### src/rtl/port_out_uart_tx_if.sv
// Word handshake between the processor output stage and the UART transmitter.
interface port_out_uart_tx_if;
    logic [31:0] WordIn;
    logic        WordValid;
    logic        WordReady;

    modport master (output WordIn, output WordValid, input WordReady);
    modport slave  (input WordIn, input WordValid, output WordReady);
endinterface

### src/rtl/port_out_uart_tx.sv
// UART 8N1 transmitter for the processor's 32-bit output word.
// One word per handshake, NUM_BYTES bytes sent LSB-byte first, LSB-bit first.
module port_out_uart_tx #(
    parameter int CLKS_PER_BIT = 434,
    parameter int NUM_BYTES    = 4
) (
    input  logic                clk,
    input  logic                reset,
    port_out_uart_tx_if.slave   bus,
    output logic                TxSerial,
    output logic                Busy,
    output logic                Done
);
    localparam int BW = $clog2(CLKS_PER_BIT);
    localparam logic [BW-1:0] BAUD_MAX  = BW'(CLKS_PER_BIT - 1);
    localparam logic [1:0]    LAST_BYTE = 2'(NUM_BYTES - 1);

    typedef enum logic [1:0] {IDLE, START, DATA, STOP} state_t;

    state_t        state_q, state_d;
    logic [BW-1:0] baud_q, baud_d;
    logic [2:0]    bit_q, bit_d;
    logic [1:0]    byte_q, byte_d;
    logic [31:0]   shift_q, shift_d;
    logic          tx_q, tx_d;
    logic          done_q, done_d;
    logic          baud_end;
    logic          accept;

    assign baud_end      = (baud_q == BAUD_MAX);
    assign bus.WordReady = (state_q == IDLE);
    assign accept        = bus.WordValid && (state_q == IDLE);
    assign TxSerial      = tx_q;
    assign Busy          = (state_q != IDLE);
    assign Done          = done_q;

    // State register; the line level is registered from the next state so it
    // changes exactly on state boundaries and has no path from WordIn.
    always_ff @(posedge clk or posedge reset) begin
        if (reset) begin
            state_q <= IDLE;
            baud_q  <= '0;
            bit_q   <= '0;
            byte_q  <= '0;
            shift_q <= '0;
            tx_q    <= 1'b1;
            done_q  <= 1'b0;
        end else begin
            state_q <= state_d;
            baud_q  <= baud_d;
            bit_q   <= bit_d;
            byte_q  <= byte_d;
            shift_q <= shift_d;
            tx_q    <= tx_d;
            done_q  <= done_d;
        end
    end

    // Next-state: bit timing, data shifting and byte sequencing.
    always_comb begin
        state_d = state_q;
        baud_d  = baud_q;
        bit_d   = bit_q;
        byte_d  = byte_q;
        shift_d = shift_q;
        done_d  = 1'b0;
        case (state_q)
            IDLE: begin
                if (accept) begin
                    state_d = START;
                    baud_d  = '0;
                    bit_d   = '0;
                    byte_d  = '0;
                    shift_d = bus.WordIn;
                end
            end
            START: begin
                if (baud_end) begin
                    baud_d  = '0;
                    bit_d   = '0;
                    state_d = DATA;
                end else begin
                    baud_d = baud_q + 1'b1;
                end
            end
            DATA: begin
                if (baud_end) begin
                    baud_d  = '0;
                    // Shifting after every data bit leaves the next byte's LSB at [0].
                    shift_d = shift_q >> 1;
                    if (bit_q == 3'd7) state_d = STOP;
                    else               bit_d   = bit_q + 3'd1;
                end else begin
                    baud_d = baud_q + 1'b1;
                end
            end
            STOP: begin
                if (baud_end) begin
                    baud_d = '0;
                    if (byte_q == LAST_BYTE) begin
                        state_d = IDLE;
                        done_d  = 1'b1;
                    end else begin
                        byte_d  = byte_q + 2'd1;
                        state_d = START;
                    end
                end else begin
                    baud_d = baud_q + 1'b1;
                end
            end
            default: state_d = IDLE;
        endcase
    end

    // Line level for the upcoming cycle, derived from the next state.
    always_comb begin
        tx_d = 1'b1;
        case (state_d)
            START:   tx_d = 1'b0;
            DATA:    tx_d = shift_d[0];
            default: tx_d = 1'b1;
        endcase
    end
endmodule

### src/flat_wrapper.sv
// flat-port wrapper written by rule: the top's interface ports become plain ports
module port_out_uart_tx_flat 
#(
    parameter int CLKS_PER_BIT = 434,
    parameter int NUM_BYTES    = 4
)
  (clk, reset, TxSerial, Busy, Done, bus_WordIn, bus_WordValid, bus_WordReady);
  port_out_uart_tx_if bus_i ();
  input  logic clk;
  input  logic reset;
  output logic TxSerial;
  output logic Busy;
  output logic Done;
  input wire logic [$bits(bus_i.WordIn)-1:0] bus_WordIn;
  input wire logic [$bits(bus_i.WordValid)-1:0] bus_WordValid;
  output wire logic [$bits(bus_i.WordReady)-1:0] bus_WordReady;
  assign bus_i.WordIn = bus_WordIn;
  assign bus_i.WordValid = bus_WordValid;
  assign bus_WordReady = bus_i.WordReady;
  port_out_uart_tx #(.CLKS_PER_BIT(CLKS_PER_BIT), .NUM_BYTES(NUM_BYTES)) u_core (.clk(clk), .reset(reset), .bus(bus_i), .TxSerial(TxSerial), .Busy(Busy), .Done(Done));
endmodule
### config.mk
export PLATFORM = sky130hd
export DESIGN_NAME = port_out_uart_tx_flat
export DESIGN_NICKNAME = d
export VERILOG_FILES = /design/src/rtl/port_out_uart_tx_if.sv /design/src/rtl/port_out_uart_tx.sv /design/src/flat_wrapper.sv
export SDC_FILE = /design/constraint.sdc
export NUM_CORES = 1
export LEC_CHECK = 0
export CAP_MARGIN = 20
export CORE_MARGIN = 2
export CORE_UTILIZATION = 53
export CTS_CLUSTER_SIZE = 16
export DETAILED_ROUTE_END_ITERATION = 8
export HOLD_SLACK_MARGIN = 0.08
export PLACE_DENSITY_LB_ADDON = 0.3
export SETUP_SLACK_MARGIN = 0.4
export SLEW_MARGIN = 20
export SYNTH_ARGS = -nofsm -noshare
export SYNTH_HDL_FRONTEND = slang
export SYNTH_SLANG_ARGS = --single-unit
### constraint.sdc
create_clock -name clk -period 2 [get_ports clk]
set_input_delay 0.2 -clock clk [delete_from_list [all_inputs] [get_ports clk]]
set_output_delay 0.2 -clock clk [all_outputs]
set_load 0.005 [all_outputs]
==> metrics.cfg <==
[outcome]
status=complete, no violations

[floorplanning]
num_io_pins=39
start_util_pct=55.4
rows=24
die_y_um=71.7
core_area_um2=4380
die_w_um=71.7
dieArea_um2=5140

[cts]
cts_sinks=50
cts_max_level=2
clk_latency_ns=0.31
clock_path_buffers=2
root_buffer=clkbuf_8
cts_tree=done
hold_buffers=0
cts_buffers=5
clk_pin_slew_ns=0.09

[synth]
yosysWarnings=0
syn_nets=294
synthCells=254
ys_ff_latch=50
syn-cell-area_um2=2430
ys_types=42
syn_area_per_cell_um2=9.57
seq_area_frac_synth_pct=51.5

[worst_setup_path]
worstSetupPathType=reg -> reg
r2r-start=u_core.bit_q[1]$_DFFE_PP0P_
path_max_fanout=3
worst_path_dominant_cell_family=compound AO/OA/AOI/OAI gates
critPathArrivalTime_ns=1.80
end_kind=flop
critPathMaxStageDelay_ns=0.42
cp.required_ns=2.20
startpoint_type=flop
worstPathCellList=ha_2, ha_4, o21ai_4, and2_4, o21ai_1, a211o_1
reg2reg_slack_ns=0.40
r2r_cells=6
cp.buffers_inverters=0
crit_slowest_cell=dfrtp_1
reg2reg_to=u_core.bit_q[1]$_DFFE_PP0P_

[placed_design]
pre_cts_ws_ns=0.242
portBuffers=38
dpl.hpwl_mm=3.56
placed_cell_area_um2=2900
gp_congestion=0.835

[routing]
ant_nets=0
drt-total-wl_mm=5.74
drc_errors=0
wl_per_cell_um=15.8
first_pass_iters=4
via_per_inst=5.88
drtIter0Drc=226
vias=2134

[cells_and_area]
most-common-layout-cells=nand2_1 (79), dfrtp_1 (47), clkdlybuf4s50_1 (36)
finalNetCount=350
n_antenna_cell=0
drive_gt1_share_pct=19.0
final_common_cell=nand2_1
fin_area_um2=3230
utilization_pct=73.7
areaGrowthSynthToFinish_pct=33.1

[worst_hold_path]
hold_class=in -> async

[timing]
setup_viol=0
min_period_over_period_pct=80.2
slew_headroom_pct=80.1
hold_viol_final=0
worstMarginPinSlew_ns=0.297
grt_setup_unrepaired=yes
fin_setup_tns_ns=0
drv_slew=0
layout_min_cycle_time_ns=1.60
clock_skew_ns=0.00625
timing.fmax_mhz=623
setup_slack_ns=0.396

[grt]
grt_max_degree=51
grt_use_total_pct=22.8
grt_pass1_vias=2007
grt_overflow=0
antenna_found_initial=0
grt_pass1_wl_mm=9.18

[power_and_ir_drop]
finalPower_w=0.00251
p_per_area_nw_per_um2=776
irDropWorstVdd_uv=566
p_leak_nw=1.49

[flow_run]
maxCapViolations=0

-- cells in the mapped netlist --
cell / number / share of area, %
and4bb_1: 1 / 0.51
dfrtp_1: 49 / 50
nor2_1: 8 / 1.2
a211o_1: 1 / 0.36
buf_4: 3 / 0.93
nand2_1: 80 / 12
nand4b_4: 1 / 0.98
xnor2_1: 1 / 0.36
nor3_1: 2 / 0.41
and4b_1: 1 / 0.41
a211oi_2: 1 / 0.51
o21ai_1: 1 / 0.21
a21oi_2: 1 / 0.36
nor2_2: 1 / 0.26
nor2b_1: 2 / 0.51
nand4bb_4: 1 / 1.1
ha_1: 5 / 2.6
nand3_1: 6 / 1.2
nand2b_1: 2 / 0.51
and2_1: 1 / 0.26
nor3_4: 1 / 0.67
and3_1: 1 / 0.26
xor2_1: 2 / 0.72
a22o_1: 2 / 0.72
a311oi_1: 2 / 0.72
a21oi_1: 5 / 1.0
a31oi_1: 3 / 0.77
nor3b_2: 1 / 0.51
or2_2: 1 / 0.26
mux2i_1: 1 / 0.41
nand4_1: 1 / 0.26
buf_2: 5 / 1.0
a41oi_2: 1 / 0.67
inv_1: 5 / 0.77
or3_1: 1 / 0.26
clkbuf_1: 4 / 0.62
o22ai_1: 1 / 0.26
o21ai_0: 13 / 2.7
dfstp_2: 1 / 1.1
nor4_1: 3 / 0.77
o21ai_2: 1 / 0.36
a22oi_1: 31 / 9.6
-- kinds of logic (layout without fill, tap and decap cells) --
kind of cell               count (synthesis)  in the layout  share of synthesized area, %
buffers and inverters                     17             73                          3.35
AOI/OAI and AO/OA                         63             64                          18.2
muxes                                      1              1                         0.412
DFF                                       50             50                          51.5
and+or+nand+nor                          115            115                          22.8
xor gates and xnor gates                   3              3                          1.08
adders and majority gates                  5              5                          2.57
-- repair_timing --
item	4_1_cts	5_1_grt
buffers inserted	8	6
resized for setup	17	13
gates cloned	0	1
pin swaps	3	8
endpoints found under the setup margin	44	35
-- state kept, by name, indices dropped and copies added, names as in the netlist --
signal and cells:
u_core.state_q 2, u_core.byte_q 2, u_core.bit_q 3, u_core.TxSerial 1
u_core.shift_q 32, u_core.Done 1, u_core.baud_q 9
-- worst min-delay path, cell delays in order --
cell             delay (ns)
clkdlybuf4s50_1        0.41
inv_2                  0.07
buf_12                 0.26
-- through the flow --
stage	hold slack, ns	instances
3_5_place_dp	0.464	340
2_1_floorplan	0.317	254
4_1_cts	0.253	356
3_3_place_gp	0.458	340
6_report	0.247	363
5_1_grt	0.280	363
-- worst max-delay path by stage --
| stage | startpoint | to | slack [ns] | cells past startpoint |
|---|---|---|---|---|
| 2_1_floorplan | u_core.baud_q[1]$_DFFE_PP0P_ | u_core.bit_q[1]$_DFFE_PP0P_ | 0.44 | 6 |
| 3_3_place_gp | bus_WordValid | u_core.bit_q[1]$_DFFE_PP0P_ | 0.28 | 5 |
| 3_5_place_dp | u_core.baud_q[0]$_DFFE_PP0P_ | u_core.baud_q[6]$_DFFE_PP0P_ | 0.24 | 5 |
| 4_1_cts | u_core.state_q[1]$_DFF_PP0_ | Busy | 0.37 | 3 |
| 5_1_grt | u_core.baud_q[0]$_DFFE_PP0P_ | u_core.TxSerial$_DFF_PP1_ | 0.35 | 5 |
| 6_report | u_core.bit_q[1]$_DFFE_PP0P_ | u_core.bit_q[1]$_DFFE_PP0P_ | 0.40 | 6 |
-- layout make-up --
| class | instances | area, um^2 |
|---|---|---|
| repair buffers | 60 | 592 |
| flip-flops and latches | 50 | 1250 |
| fillers | 306 | 1150 |
| clock inverters | 3 | 23.8 |
| clock buffers | 5 | 68.8 |
| multi-input cells | 188 | 1210 |
| well taps | 52 | 65.1 |
| inverters | 5 | 18.8 |
-- layer usage --
| layer | global-route usage (%) | up-vias | routed length (um) |
|---|---|---|---|
| met5 | 0 | - | 0 |
| met4 | 7.76 | 0 | 70 |
| met3 | 5.06 | 6 | 324 |
| met2 | 36.0 | 75 | 2750 |
| met1 | 31.2 | 1044 | 2600 |
| li1 | - | 1009 | - |
-- report_power, final --
part           switching (W)  internal, W  total [W]
registers           0.000208      0.00118    0.00139
clock network       0.000358     0.000251   0.000609
logic               0.000241     0.000272   0.000513
(Power assumes the default switching activity.)
